<file path="config.mk">
export PLATFORM = sky130hd
export DESIGN_NAME = f_pc_npc
export DESIGN_NICKNAME = d
export VERILOG_FILES = /design/src/rtl/f_pc_npc.sv
export SDC_FILE = /design/constraint.sdc
export NUM_CORES = 1
export LEC_CHECK = 0
export CELL_PAD_IN_SITES_DETAIL_PLACEMENT = 0
export CELL_PAD_IN_SITES_GLOBAL_PLACEMENT = 2
export CORE_ASPECT_RATIO = 1.75
export CORE_MARGIN = 10
export CORE_UTILIZATION = 23
export CTS_CLUSTER_DIAMETER = 80
export DETAILED_ROUTE_END_ITERATION = 10
export PLACE_DENSITY = 0.92
export SYNTH_ARGS = -nofsm -noshare
export SYNTH_HDL_FRONTEND = slang
export SYNTH_SLANG_ARGS = --single-unit
</file>
<file path="constraint.sdc">
create_clock -name clk -period 2.3 [get_ports clk]
set_input_delay 0.345 -clock clk [delete_from_list [all_inputs] [get_ports clk]]
set_output_delay 0.345 -clock clk [all_outputs]
set_load 0.005 [all_outputs]
</file>
<file path="src/rtl/f_pc_npc.sv">
// F-stage program counter with next-PC selection for a 5-stage MIPS pipeline.
// Branches and jumps resolve in D with one architectural delay slot.
module f_pc_npc #(
    parameter logic [31:0] PC_RESET = 32'h0000_3000,
    parameter logic [31:0] ADDR_LO  = 32'h0000_3000,
    parameter logic [31:0] ADDR_HI  = 32'h0000_6FFF
) (
    input  logic        clk,
    input  logic        reset,
    input  logic        D_stall,
    input  logic [31:0] D_PC,
    input  logic [2:0]  D_NPCop,
    input  logic [31:0] D_CMP_result,
    input  logic [15:0] D_imm16,
    input  logic [25:0] D_imm26,
    input  logic [31:0] D_rs_data,
    output logic [31:0] F_PC,
    output logic [31:0] D_PC8,
    output logic        F_PC_err
);

    localparam logic [2:0] NPC_SEQ = 3'd0;
    localparam logic [2:0] NPC_BR  = 3'd1;
    localparam logic [2:0] NPC_J   = 3'd2;
    localparam logic [2:0] NPC_JR  = 3'd3;

    // Word offset of a branch: sign-extended immediate scaled by 4.
    function automatic logic [31:0] branch_offset(input logic [15:0] imm);
        return {{14{imm[15]}}, imm, 2'b00};
    endfunction

    // A fetch address is illegal if misaligned or outside the instruction window.
    function automatic logic addr_illegal(input logic [31:0] addr);
        return (addr[1:0] != 2'b00) || (addr < ADDR_LO) || (addr > ADDR_HI);
    endfunction

    logic [31:0] f_pc_r;
    logic        f_pc_err_r;
    logic [31:0] pc4_s;
    logic [31:0] branch_tgt_s;
    logic [31:0] jump_tgt_s;
    logic [31:0] npc_s;
    logic        npc_bad_s;

    // Candidate targets; the branch base is the delay-slot address D_PC + 4.
    always_comb begin
        pc4_s        = f_pc_r + 32'd4;
        branch_tgt_s = D_PC + 32'd4 + branch_offset(D_imm16);
        jump_tgt_s   = {D_PC[31:28], D_imm26, 2'b00};
    end

    // Next-PC select; reserved opcodes fall back to sequential fetch.
    always_comb begin
        npc_s = pc4_s;
        case (D_NPCop)
            NPC_SEQ: npc_s = pc4_s;
            NPC_BR: begin
                if (D_CMP_result != 32'd0) begin
                    npc_s = branch_tgt_s;
                end else begin
                    npc_s = pc4_s;
                end
            end
            NPC_J:   npc_s = jump_tgt_s;
            NPC_JR:  npc_s = D_rs_data;
            default: npc_s = pc4_s;
        endcase
        npc_bad_s = addr_illegal(npc_s);
    end

    // PC and sticky error flag; a stall commits nothing so a branch re-resolves later.
    always_ff @(posedge clk or negedge reset) begin
        if (!reset) begin
            f_pc_r     <= PC_RESET;
            f_pc_err_r <= 1'b0;
        end else if (!D_stall) begin
            f_pc_r     <= npc_s;
            f_pc_err_r <= f_pc_err_r | npc_bad_s;
        end else begin
            f_pc_r     <= f_pc_r;
            f_pc_err_r <= f_pc_err_r;
        end
    end

    assign F_PC     = f_pc_r;
    assign F_PC_err = f_pc_err_r;
    assign D_PC8    = D_PC + 32'd8;

endmodule

</file>
==> After elaboration in Yosys (flattened, before gate mapping) <==
Cells that the tools add are included.
{ "classes": {"muxes": 2, "magnitude_cmp": 2, "eq_ne": 3, "n_reduce_logical": 4, "bitwise_logic": 1, "add_sub_neg": 4} }
{ "op_table": {"columns": ["op", "n"], "rows": [
  ["$pmux 32 s3", 1],
  ["$add 32x3->32 const B", 2],
  ["$add 32x32->32", 1],
  ["$add 32x4->32 const B", 1],
  ["$gt 32x15->1 const B", 1],
  ["$lt 32x14->1 const B", 1],
  ["$mux 32", 1],
  ["$reduce_bool 32->1", 1],
  ["$eq 3x2->1 const B", 2],
  ["$eq 3x1->1 const B", 1],
  ["$logic_or 1x1->1", 2],
  ["$reduce_bool 2->1", 1],
  ["$or 1x1->1", 1]
]} }
{ "word_totals": {"input_bits": 144, "ff_bits": 33, "word_cells": 18, "output_inout_bits": 65} }

==> Logic depth before layout (Yosys ltp) <==
Gate-level depths: netlist of the first run.
{ "depth": {"word_depth": 8, "depth_mapped": 16, "mapped_depth_nobuf": 16} }

==> Least setup slack after synthesis of the first run <==
OpenSTA, ideal clock, no wires.
{ "synth_timing": {"path_kind": "input-to-reg", "start": "in D_PC[3]", "end": "reg f_pc_err_r (netlist: F_PC_err)", "required_ns": 2.158, "arrival_ns": 2.958, "path_buffers": 0, "stages": 14, "setup_time_ns": 0.142, "setup_slack_ns": -0.800, "path_cell_list": "ha_1 -> ha_1 -> inv_1 -> fa_1 -> nand2b_1 -> a21o_1 -> a211oi_2 -> o31ai_2 -> or3_1 -> a21oi_1 -> nor2_1 -> nor4_1 -> nor4bb_1 -> a32oi_1"} }
{ "synth_between": {"elab_chain_len": 8, "elab_cells_between_ends": 9, "cone_classes": "add/sub: 2; order compare: 2; mux: 2; bitwise: 1; reduce/logical: 2"} }
{ "synth_lines": {"columns": ["item", "line", "source"], "rows": [
  ["from (decl)", "11", "input logic [31:0] D_PC,"],
  ["$add 32x3->32 *", "48", "branch_tgt_s = D_PC + 32'd4 + branch_offset(D_imm16);"],
  ["$add 32x32->32 *", "48", null],
  ["$mux 32 *", "58", "if (D_CMP_result != 32'd0) begin"],
  ["$pmux 32 s3 *", "55", "case (D_NPCop)"],
  ["$lt 32x14->1", "34", "return (addr[1:0] != 2'b00) || (addr < ADDR_LO) || (addr > ADDR_HI);"],
  ["$logic_or 1x1->1", "34", null],
  ["$logic_or 1x1->1 *", "34", null],
  ["$or 1x1->1 *", "78", "f_pc_err_r <= f_pc_err_r | npc_bad_s;"],
  ["to (signal assigned)", "78", null],
  ["to (signal assigned)", "81", "f_pc_err_r <= f_pc_err_r;"],
  ["to (decl)", "38", "logic f_pc_err_r;"]
]} }
Every way passes the cells marked *; elsewhere a longest branch is shown, timed or not.
A chain may end at the register's enable or synchronous reset.

==> Final worst setup path of the first run <==
Same ends and word-level chain as after synthesis.

==> summary.md, run 1 <==
| Metric | Value |
|---|---|
| WL met2 | about 18000 um |
| Clk sinks | 33 |
| CP cell instances | buf_8 > ha_4 > ha_4 > inv_2 > fa_2 > nand2b_4 > a21o_4 > a211oi_4 > buf_4 > o31ai_4 > buf_4 > or3_1 > a21oi_2 > nor2_1 > nor4_1 > nor4bb_2 > a32oi_1 |
| Die area | 0.0325 mm^2 |
| Vias per inst | 5.12 |
| Mean Syn Cell Area | 7.36 um^2 |
| Status | finished, violations left |
| Routed wire length | 31000 um |
| Metal3 WL | 1080 um |
| Syn Inst Count | 796 |
| Overall routing resource usage | 0.178 |
| Worst Path Arrival | 3300 ps |
| Layout area overhead | 111% |
| Critical path type | in2reg |
| Clk slew on worst S/H paths | 60 ps |
| Worst Path Max Fanout | 4 |
| Skew-Pair Late Insertion Delay | 290 ps |
| Initial antenna violation count | 6 |
| Port-buffer cells | 208 |
| H-Tree Depth | 2 |
| Via count | 8196 |
| Setup TNS | -6340 ps |
| Crit path required time | about 2400 ps |
| Relative slew margins | 0.602 |
| Worst flop-to-flop path startpoint | F_PC[6] |
| Num CTS Buffers | 5 |
| Final Non-Filler Cells | 1602 |
| Vias in the first global route | roughly 8.8k |
| Top Metal Used | met4 |
| CTS tree | done |
| Critical Path Max Stage Delay | 350 ps |
| # fillers | 2399 |
| Final worst slack | -861 ps |
| CORE AREA | 0.0252 mm^2 |
| First-pass GRT wire length | around 47000 um |
| Final ANT Viol Nets | 0 |
| Worst hold slack | 461 ps |
| Ys Warns | 0 |
| Initial core utilization | 0.232 |
| IO Pins | ~210 |
| Pwr/cell area | 422 mW/mm^2 |
| Tcrit/Tclk final | 1.37 |
| Pin count of the biggest net entering global routing | 34 |
| DP HPWL | 25100 um |
| Crit end category | flop |
| DR iter-0 viols | 479 |
| Hold WC Path Type | in2async |
| Critical path launch point type | input port |
| Worst slew pin tran | roughly 600 ps |
| Final setup fails | 25 |
| GP Congestion | 0.942 |
| Slew Viols, Final | 0 |
| CTS root buf | clkbuf_16 |
| Share of layout cells above drive strength 1 | 0.493 |
| Net count reported at finish | 1482 |
| Chip Width | 141 um |
| Number of cell rows | 77 |
| Finished Core Util | 0.489 |
| Placed Cells | about 1.5k |
| P_leak | 5.08 nW |
| RSZ-0062 raised after global routing | true |
| Drc violations | 0 |
| DR WL/cell | about 19 um |
| Post-Syn Area | between 0.005 and 0.006 mm^2 |
| Fmax | 0.316 GHz |
| Drt first pass iters | 5 |
| Min cycle time layout | 3160 ps |
| Power consumption | approximately 0.0052 W |
| Failing checks | setup timing |
| Crit-path slowest cell | or3_1 |
| Post-synthesis register bit count | 33 |
| Count of cell types in the netlist | 82 |
| Post-synth ARST share | 1.00 |
| Gr ovfl total | 0 |
| Layout Skew | around 3.6 ps |
| Final hold viol count | 0 |
| CTS Buffer Depth | 2 |
| Register area share after synthesis | 0.141 |
| Ys flop type | dfrtp_1 |
| Launch point of the critical path | D_PC[3] |
| Synth Net Count | 1000 |
| Die Y | roughly 230 um |
| Met1 Wirelength | 10900 um |
| Post-synth EDFFs | 0 |
| Max Cap Viol | 0 |
| Max IR drop VDD | around 0.00026 V |
## through the flow
step	worst slack (ps)	area (um^2)
6_report	-861	12300
5_1_grt	-1070	12300
4_1_cts	-839	12000
3_5_place_dp	-1680	10600
3_3_place_gp	-1600	10600
2_1_floorplan	-718	6340
## power by group
group | internal, W | leakage, nW | switching, W | total [W]
registers | 0.000707 | 0.401 | 0.000103 | 0.000810
logic | 0.00200 | 4.60 | 0.00165 | 0.00365
clock network | 0.000459 | 0.0799 | 0.000278 | 0.000737
## area by class of cell
| cell class | count | area [um^2] | share of cell area |
|---|---|---|---|
| Antenna cell | 7 | 17.5 | 0.00142 |
| Clock buffer | 7 | 153 | 0.0124 |
| Clock inverter | 1 | 5.00 | 0.000406 |
| Inverter | 28 | 105 | 0.00852 |
| Multi-Input combinational cell | 696 | 6440 | 0.522 |
| Sequential cell | 33 | 828 | 0.0672 |
| Tap cell | 316 | 395 | 0.0321 |
| Timing Repair Buffer | 514 | 4390 | 0.356 |
## cells by family (layout without fill, tap and decap cells)
group                    after synthesis  in the layout  synth area share
multiplexers                          17             17            0.0303
AND/OR/NAND/NOR                      323            323             0.285
adder cells (fa/ha/maj)               60             60             0.129
AO/OA/AOI/OAI                        240            240             0.280
flip-flops                            33             33             0.141
buffers and inverters                 67            550            0.0502
XOR/XNOR                              56             56            0.0837
other                                  0              7                 0
## registers in the layout, summed over array words and instances, names as in the netlist
register / count
F_PC: 32
F_PC_err: 1
## synthesized netlist by cell type, drive strengths merged, types with 5 or more instances
library cell / n / area (um^2)
ha: 59 / 738
dfrtp: 31 / 776
nor3: 18 / 106
o21a: 6 / 45.0
a22o: 5 / 43.8
nand2b: 19 / 119
nand3: 46 / 248
inv: 28 / 105
buf: 18 / 110
o32a: 6 / 60.1
nand4: 17 / 106
nor2: 57 / 216
nand2: 86 / 323
o21ai: 64 / 320
xor2: 15 / 131
nor4: 15 / 109
and2: 9 / 56.3
a21oi: 51 / 270
or3: 12 / 80.1
a221o: 6 / 60.1
nor2b: 5 / 31.3
mux2: 6 / 67.6
a22oi: 7 / 52.6
a221oi: 8 / 70.1
a211oi: 17 / 143
and3: 19 / 119
mux2i: 11 / 110
clkbuf: 21 / 78.8
xnor2: 41 / 359
or2: 6 / 37.5
o31ai: 5 / 42.5
a21o: 8 / 60.1
o22ai: 6 / 37.5
o211ai: 12 / 95.1
a31oi: 10 / 68.8
## placed cells by master (no fill, tap or decap), types with 9 or more instances in the layout
cell type        count
nor2_1              39
a21oi_4             15
and3_1              11
nor2_2               9
mux2i_1             10
ha_4                50
dlygate4sd2_1       16
buf_6               48
clkdlybuf4s15_2      9
nand2_1             70
nand4_1             17
buf_2               45
or3_1               11
a21oi_2             10
dfrtp_1             31
clkdlybuf4s50_1    108
xor2_1              11
o211ai_1            11
clkdlybuf4s15_1      9
nor3_2               9
xnor2_1             34
buf_4              265
nand2b_1            18
inv_1               21
nor2_4               9
nand3_1             36
o21ai_1             20
ha_1                 9
a21oi_1             26
o21ai_0             35
## per-layer routing
layer  up-vias  global-route usage
met5         -                   0
met4         0              0.0965
met3        76              0.0211
met2       234               0.352
met1      3925               0.172
li1       3961                   -
## path summary, 6_finish.rpt
| path | slack, ps | cells after the start | endpoint |
|---|---|---|---|
| min in group clk | 530 | 2 | F_PC[1] |
| worst max-delay path | -860 | 17 | F_PC_err |
| max in group asynchronous | 1480 | 2 | F_PC[12] |
| worst max register to register | -570 | 13 | F_PC[19] |
| worst min-delay path | 460 | 2 | F_PC[8] |
| worst min register to register | 530 | 2 | F_PC[1] |
## critical path, delay by kind of cell
| family | cells | cell delay (ps) |
|---|---|---|
| AOI/OAI and AO/OA | 5 | 790 |
| adders and majority gates | 3 | 750 |
| buffers and inverters | 4 | 440 |
| and+or+nand+nor | 5 | 950 |
## repair_timing
item / 4_1_cts / 5_1_grt
endpoints found under the hold margin: 0 / 0
gates cloned: 1 / 0
gates resized for setup: 528 / 76
pin swaps: 144 / 89
setup buffers: 49 / 14
hold buffers: 0 / 0
endpoints found under the setup margin: 57 / 40
(Power assumes the default switching activity.)
==> inputs of run 2 (changes only) <==
--- a/config.mk
+++ b/config.mk
@@ -12,6 +12,7 @@
 export CORE_UTILIZATION = 23
 export CTS_CLUSTER_DIAMETER = 80
 export DETAILED_ROUTE_END_ITERATION = 10
+export HOLD_SLACK_MARGIN = 0.12
 export PLACE_DENSITY = 0.92
 export SYNTH_ARGS = -nofsm -noshare
 export SYNTH_HDL_FRONTEND = slang
==> results of run 2 <==
Same layout as run 1: the final DEF is identical, and so are final timing and power.
